### config.mk
export PLATFORM = sky130hd
export DESIGN_NAME = link_tx_scheduler
export DESIGN_NICKNAME = d
export VERILOG_FILES = /design/src/rtl/link_tx_scheduler.sv
export SDC_FILE = /design/constraint.sdc
export NUM_CORES = 1
export LEC_CHECK = 0
export ABC_AREA = 0
export CAP_MARGIN = 25
export CORE_ASPECT_RATIO = 0.8
export CORE_MARGIN = 2
export CORE_UTILIZATION = 46
export CTS_CLUSTER_SIZE = 40
export DETAILED_ROUTE_END_ITERATION = 8
export PLACE_DENSITY_LB_ADDON = 0.3
export REMOVE_ABC_BUFFERS = 1
export SYNTH_ARGS = -nofsm -noshare
export SYNTH_HDL_FRONTEND = slang
export SYNTH_SLANG_ARGS = --single-unit
export TNS_END_PERCENT = 20
### constraint.sdc
create_clock -name clk16 -period 2.8 [get_ports clk16]
set_clock_uncertainty 0.1 [all_clocks]
set_input_delay 0.56 -clock clk16 [delete_from_list [all_inputs] [get_ports clk16]]
set_output_delay 0.56 -clock clk16 [all_outputs]
set_load 0.01 [all_outputs]
### src/rtl/link_tx_scheduler.sv
// Serial link transmit scheduler: trains the link with BC comma frames, then
// round-robin multiplexes four 8-bit lanes onto a 2-bit serial lane.
module link_tx_scheduler #(
    parameter int N_TRAIN     = 4,
    parameter int SYNC_PERIOD = 16
) (
    input  logic        clk16,
    input  logic        reset16,
    input  logic [3:0]  req,
    input  logic [31:0] data_in,
    output logic [3:0]  gnt,
    output logic [1:0]  serial,
    output logic        frame_start,
    output logic        link_active,
    output logic [7:0]  drop_cnt,
    output logic        fsm_state
);

    localparam int TW = (N_TRAIN > 1) ? $clog2(N_TRAIN) : 1;
    localparam int SW = (SYNC_PERIOD > 1) ? $clog2(SYNC_PERIOD) : 1;
    localparam logic [TW-1:0] TRAIN_LAST = TW'(N_TRAIN - 1);
    localparam logic [SW-1:0] SYNC_LAST  = SW'(SYNC_PERIOD - 1);
    localparam logic [7:0]    COMMA      = 8'hBC;

    typedef enum logic {TRAIN = 1'b0, RUN = 1'b1} state_t;

    state_t        state;
    logic [1:0]    slot;
    logic [7:0]    sh;
    logic [TW-1:0] train_cnt;
    logic [SW-1:0] sync_cnt;
    logic [1:0]    ptr;

    logic          arb_slot;
    logic          arb_valid;
    logic          take;
    logic [1:0]    arb_lane;
    logic [1:0]    cand;
    logic [7:0]    lane_word;
    logic [7:0]    next_word;

    // Round-robin search starts just after the last winner; ptr itself is checked last.
    always_comb begin
        arb_valid = 1'b0;
        arb_lane  = ptr;
        cand      = ptr;
        for (int i = 1; i <= 4; i++) begin
            cand = ptr + 2'(i);
            if (!arb_valid && req[cand]) begin
                arb_valid = 1'b1;
                arb_lane  = cand;
            end
        end
    end

    always_comb begin
        arb_slot  = (slot == 2'd3) &&
                    ((state == TRAIN) ? (train_cnt == TRAIN_LAST) : (sync_cnt != SYNC_LAST));
        take      = reset16 && arb_slot && arb_valid;
        lane_word = data_in[{arb_lane, 3'b000} +: 8];
        next_word = take ? lane_word : COMMA;
        gnt       = take ? (4'b0001 << arb_lane) : 4'b0000;
    end

    assign serial      = sh[7:6];
    assign frame_start = (slot == 2'd0);
    assign link_active = (state == RUN);
    assign fsm_state   = state;

    always_ff @(posedge clk16) begin
        if (!reset16) begin
            slot      <= 2'd0;
            sh        <= COMMA;
            state     <= TRAIN;
            train_cnt <= '0;
            sync_cnt  <= '0;
            ptr       <= 2'd3;
            drop_cnt  <= 8'd0;
        end else begin
            slot <= slot + 2'd1;
            if (slot == 2'd3) begin
                sh <= next_word;
                if (take) begin
                    ptr <= arb_lane;
                    // A granted comma is still sent; the receiver will swallow it.
                    if (lane_word == COMMA && drop_cnt != 8'hFF) begin
                        drop_cnt <= drop_cnt + 8'd1;
                    end
                end
                if (state == TRAIN) begin
                    train_cnt <= train_cnt + TW'(1);
                    if (train_cnt == TRAIN_LAST) begin
                        state    <= RUN;
                        sync_cnt <= '0;
                    end
                end else begin
                    if (sync_cnt == SYNC_LAST) begin
                        sync_cnt <= '0;
                    end else begin
                        sync_cnt <= sync_cnt + SW'(1);
                    end
                end
            end else begin
                sh <= {sh[5:0], 2'b00};
            end
        end
    end

endmodule

Word-level counts from Yosys, hierarchy flattened
Cells that the tools add are included.
- register bits: 27
- input port bits: 38
- output and inout port bits: 17
- word-level logic and storage cells: 70
- add/subtract/negate cells: 7
- $lt $le $gt $ge: 4
- equality and inequality tests: 6
- shift operators: 2
- multiplexer cells: 25
- bitwise logic cells: 1
- reduce and logical (&&, ||, !) cells: 17
- operator list (kind ; number):
    variable part select 32 x 6 -> 8 bit ; 1
    two-way mux 4 bit ; 4
    two-way mux 8 bit ; 2
    < comparator 2 x 3 -> 1 bit, second input constant ; 4
    two-way mux 1 bit ; 11
    adder 8 x 1 -> 8 bit, second input constant ; 1
    binary-select mux 1 bit (select 2 bit) ; 4
    equality test 8 bit, second input constant ; 1
    two-way mux 2 bit ; 4
    != test 8 bit, second input constant ; 1
    logical AND 1 bit ; 7
    adder 2 x 1 -> 2 bit, second input constant ; 3
    AND reduction 2 bit ; 3
    AND reduction 3 bit ; 2
    adder 2 bit, second input constant ; 2
    adder 4 x 1 -> 4 bit, second input constant ; 1
    equality test 2 bit, second input constant ; 2
    equality test 4 bit, second input constant ; 1
    != test 4 bit, second input constant ; 1
    left shift 1 x 2 -> 4 bit, first input constant ; 1
    zero test 1 bit ; 3
    zero test 2 bit ; 1
    nonzero test 2 bit ; 1
    NOT 1 bit ; 1

Longest topological paths before layout
- depth after elaboration: 17
- gate-level depth with buffers: 10
- gate-level depth less buffers: 9

Worst setup path before layout
Ideal clock, no wire load.
- path type: input to register
- start point: in req[1]
- end point: reg drop_cnt[5]
- setup time: 0.118 ns
- arrival time: 2.429 ns
- required time: 2.582 ns
- setup slack: 0.153 ns
- stages on the path: 9
- path buffers: 1
- path through: or2b_1 > a21oi_2 > nor3_4 > nand3_1 > a221o_1 > nand4bb_1 > buf_2 > or3_1 > mux2i_1
- longest elaborated chain between the ends: 16
- elaborated cells on any way between the ends: 27
- those cells by class: eq/ne: 1; shift: 1; mux: 16; reduce/logical: 9
- RTL lines (what ; RTL line ; RTL):
    from (decl) ; 9 ; input logic [3:0] req,
    binary-select mux 1 bit (select 2 bit) ; 49 ; if (!arb_valid && req[cand]) begin
    two-way mux 1 bit (implied by the code) ; 49 ;
    two-way mux 1 bit ; 49 ;
    zero test 1 bit ; 49 ;
    logical AND 1 bit ; 49 ;
    two-way mux 1 bit ; 49 ;
    zero test 1 bit ; 49 ;
    logical AND 1 bit ; 49 ;
    two-way mux 1 bit ; 49 ;
    zero test 1 bit ; 49 ;
    logical AND 1 bit ; 49 ;
    two-way mux 2 bit ; 49 ;
    variable part select 32 x 6 -> 8 bit ; 60 ; lane_word = data_in[{arb_lane, 3'b000} +: 8];
    equality test 8 bit ; 86 ; if (lane_word == COMMA && drop_cnt != 8'hFF) begin
    logical AND 1 bit ; 86 ;
    AND reduction 3 bit (no source line) (*) ; - ;
    to (signal assigned) ; 87 ; drop_cnt <= drop_cnt + 8'd1;
    to (decl) ; 15 ; output logic [7:0] drop_cnt,
Every way passes the cells marked *; elsewhere a longest branch is shown, timed or not. The select of a mux whose other input is x is not followed.
A chain may end at the register's enable or synchronous reset.

Final worst setup path
Same ends and word-level chain as after synthesis.

==> flow_summary.json <==
{
  "status": "complete, no violations",
  "ys.flop_type": "dfxtp_1",
  "endpoint_kind": "register",
  "cts_buffer_depth": 2,
  "drive_gt1_share_pct": 27.78,
  "hp-class": "register to register",
  "synth_area_sq_um": 1712,
  "layout_common_cells": "clkdlybuf4s50_1, buf_4, dfxtp_1",
  "synth-edff-count": 0,
  "fp.dieArea_sq_um": 4228,
  "worstSetupPathType": "input port to register",
  "cts_hold_repair.buffers": 0,
  "clkLatencyLatePin_ns": 0.27,
  "final_antenna_net_count": 0,
  "io_buffers": 54,
  "worstMarginPinSlew_ns": 0.4528,
  "post-route-period-util_pct": 98.74,
  "synthArstFlopShare_pct": 0,
  "first_pass_iters": 4,
  "grt_antenna_before_repair": 0,
  "ioPinCount": 55,
  "leakage_nw": 1.071,
  "antennaDiodeCount": 0,
  "start_kind": "input port",
  "place_inst": 320,
  "final.fill_count": 268,
  "avgViaCountPerCell": 5.555,
  "setup_slack_ns": 0.03538,
  "drv_cap": 0,
  "ys_seq_elements": 27,
  "yosysSeqAreaShare_pct": 31.58,
  "peakVddDrop_mv": 0.2738,
  "wire_per_inst_um": 13.48,
  "root_buffer": "clkbuf_8",
  "grt_pass1_wl_mm": 7.334,
  "fmax_mhz": 361.7,
  "place_area_sq_um": 2459,
  "synth_cells": 206,
  "grt_max_degree": 16,
  "multi_input_area_sq_um": 1174,
  "dieWidth_um": 72.20,
  "start_util_pct": 48.98,
  "layout.area.seq_sq_um": 545.5,
  "num_vias": 1833,
  "drc": 0,
  "dpl.hpwl_mm": 3.447,
  "finish.net_count": 332,
  "crit_arrival_ns": 2.83,
  "setup_viol": 0,
  "timing.final.crit_period_ns": 2.765,
  "clk_pin_slew_ns": 0.09,
  "crit_fanout": 11,
  "cts_buffers": 3,
  "yosysWarnings": 0,
  "cts_tree": "done",
  "layoutNonFillerInstCount": 330,
  "core.rowCount": 19,
  "overflow": 0,
  "final_common_cell": "clkdlybuf4s50_1",
  "grt_use_total_pct": 21.48,
  "synth.avg_cell_area_sq_um": 8.309,
  "wl_mm": 4.448,
  "dr.first_iter.drc_count": 114,
  "syn_to_final_growth_pct": 53.95,
  "htreeDepth": 1,
  "ys_types": 55,
  "drv_slew": 0,
  "rsz0062_at_grt": "true",
  "maxSlewHeadroom_pct": 69.78,
  "gp_congestion": 0.8494,
  "die_h_um": 58.56,
  "hold_violations": 0,
  "post-place-ws_ns": -0.6251,
  "core_sq_um": 3495,
  "powerDensity_nw_per_um2": 307.4,
  "grt_pass1_vias": 1701,
  "p_total_uw": 810.1,
  "cp.required_ns": 2.86,
  "clock-sinks": 27,
  "final_area_sq_um": 2635
}
-- Yosys cell counts, types with 3 or more instances --
library cell   n  area share [%]
mux2i_1        8             4.7
a21oi_1       12             3.5
nand2_1       15             3.3
a21oi_2        3             1.5
dfxtp_1       27              32
o21ai_0       11             3.2
nand3_1       14             4.1
a211oi_1       7             3.1
a32oi_1        5             2.6
ha_1           5             3.7
o22ai_1        5             1.8
buf_2          3            0.88
clkbuf_1       3            0.66
nand2b_1       3             1.1
nor2_1        12             2.6
nor2b_1        3             1.1
buf_4          3             1.3
and3_1         5             1.8
inv_1         11             2.4
or3_1          7             2.6
-- layer usage --
layer  share of wire (%)  wire [um]  global-route usage [%]
met1                  47       2095                   29.90
met2                  48       2130                   35.65
met3                 4.1        181                   2.911
met4                0.94         42                   4.852
met5                   0          0                       0
-- report_power, final --
| part | internal (mW) | switching, mW |
|---|---|---|
| registers | 0.394 | 0.00409 |
| clock network | 0.0995 | 0.116 |
| logic | 0.113 | 0.0837 |
| total | 0.606 | 0.204 |
-- sequential cells by signal, summed over array words and instances, names as in the netlist --
name / cells
sh: 8
sync_cnt: 4
slot: 2
drop_cnt: 8
ptr: 2
train_cnt: 2
fsm_state: 1
-- final timing paths --
check,from,to,slack [ns],cells after the start
worst min register to register,sh[1],sh[3],0.36,2
worst max-delay path,req[1],drop_cnt[5],0.04,11
worst max register to register,ptr[1],drop_cnt[5],0.08,10
worst min-delay path,sh[1],sh[3],0.36,2
-- per-stage QoR --
stage	TNS [ns]	hold slack, ns	utilization, %
after floorplan	-0.5614	0.3173	-
after global placement	-5.710	0.3320	70.35
after detailed placement	-6.055	0.3396	70.35
after CTS	-0.02677	0.3609	73.76
after global routing	-0.2883	0.3866	75.40
final	0	0.3591	75.40
-- worst max-delay path, stage by stage --
cell	delay [ns]
clkbuf_4	0.15
or2b_1	0.27
a21oi_2	0.23
nor3_4	0.10
buf_4	0.15
mux2i_1	0.15
a2111oi_2	0.41
nand4bb_1	0.16
buf_6	0.16
or3_4	0.36
mux2i_1	0.13
-- timing repair --
action / 4_1_cts / 5_1_grt
endpoints found under the setup margin: 11 / 9
setup buffers: 5 / 1
resized for setup: 28 / 27
pin swaps: 4 / 8
endpoints found under the hold margin: 0 / 0
-- logic make-up (layout without fill, tap and decap cells) --
kind of cell	after synthesis	after routing	synth area share (%)
xor gates and xnor gates	2	2	1.024
and+or+nand+nor	79	79	27.05
DFF	27	27	31.58
AOI/OAI and AO/OA	62	62	25.22
adders and majority gates	5	5	3.655
buffers and inverters	22	104	6.140
muxes	9	9	5.336
-- final cells by class --
class,count,share of cell area [%]
Clock buffer,3,1.567
Sequential cell,27,20.70
Clock inverter,1,0.1899
Timing Repair Buffer,89,29.44
Inverter,11,1.567
Tap cell,42,1.994
Multi-Input combinational cell,157,44.54
Power figures use the tool's default switching activity.
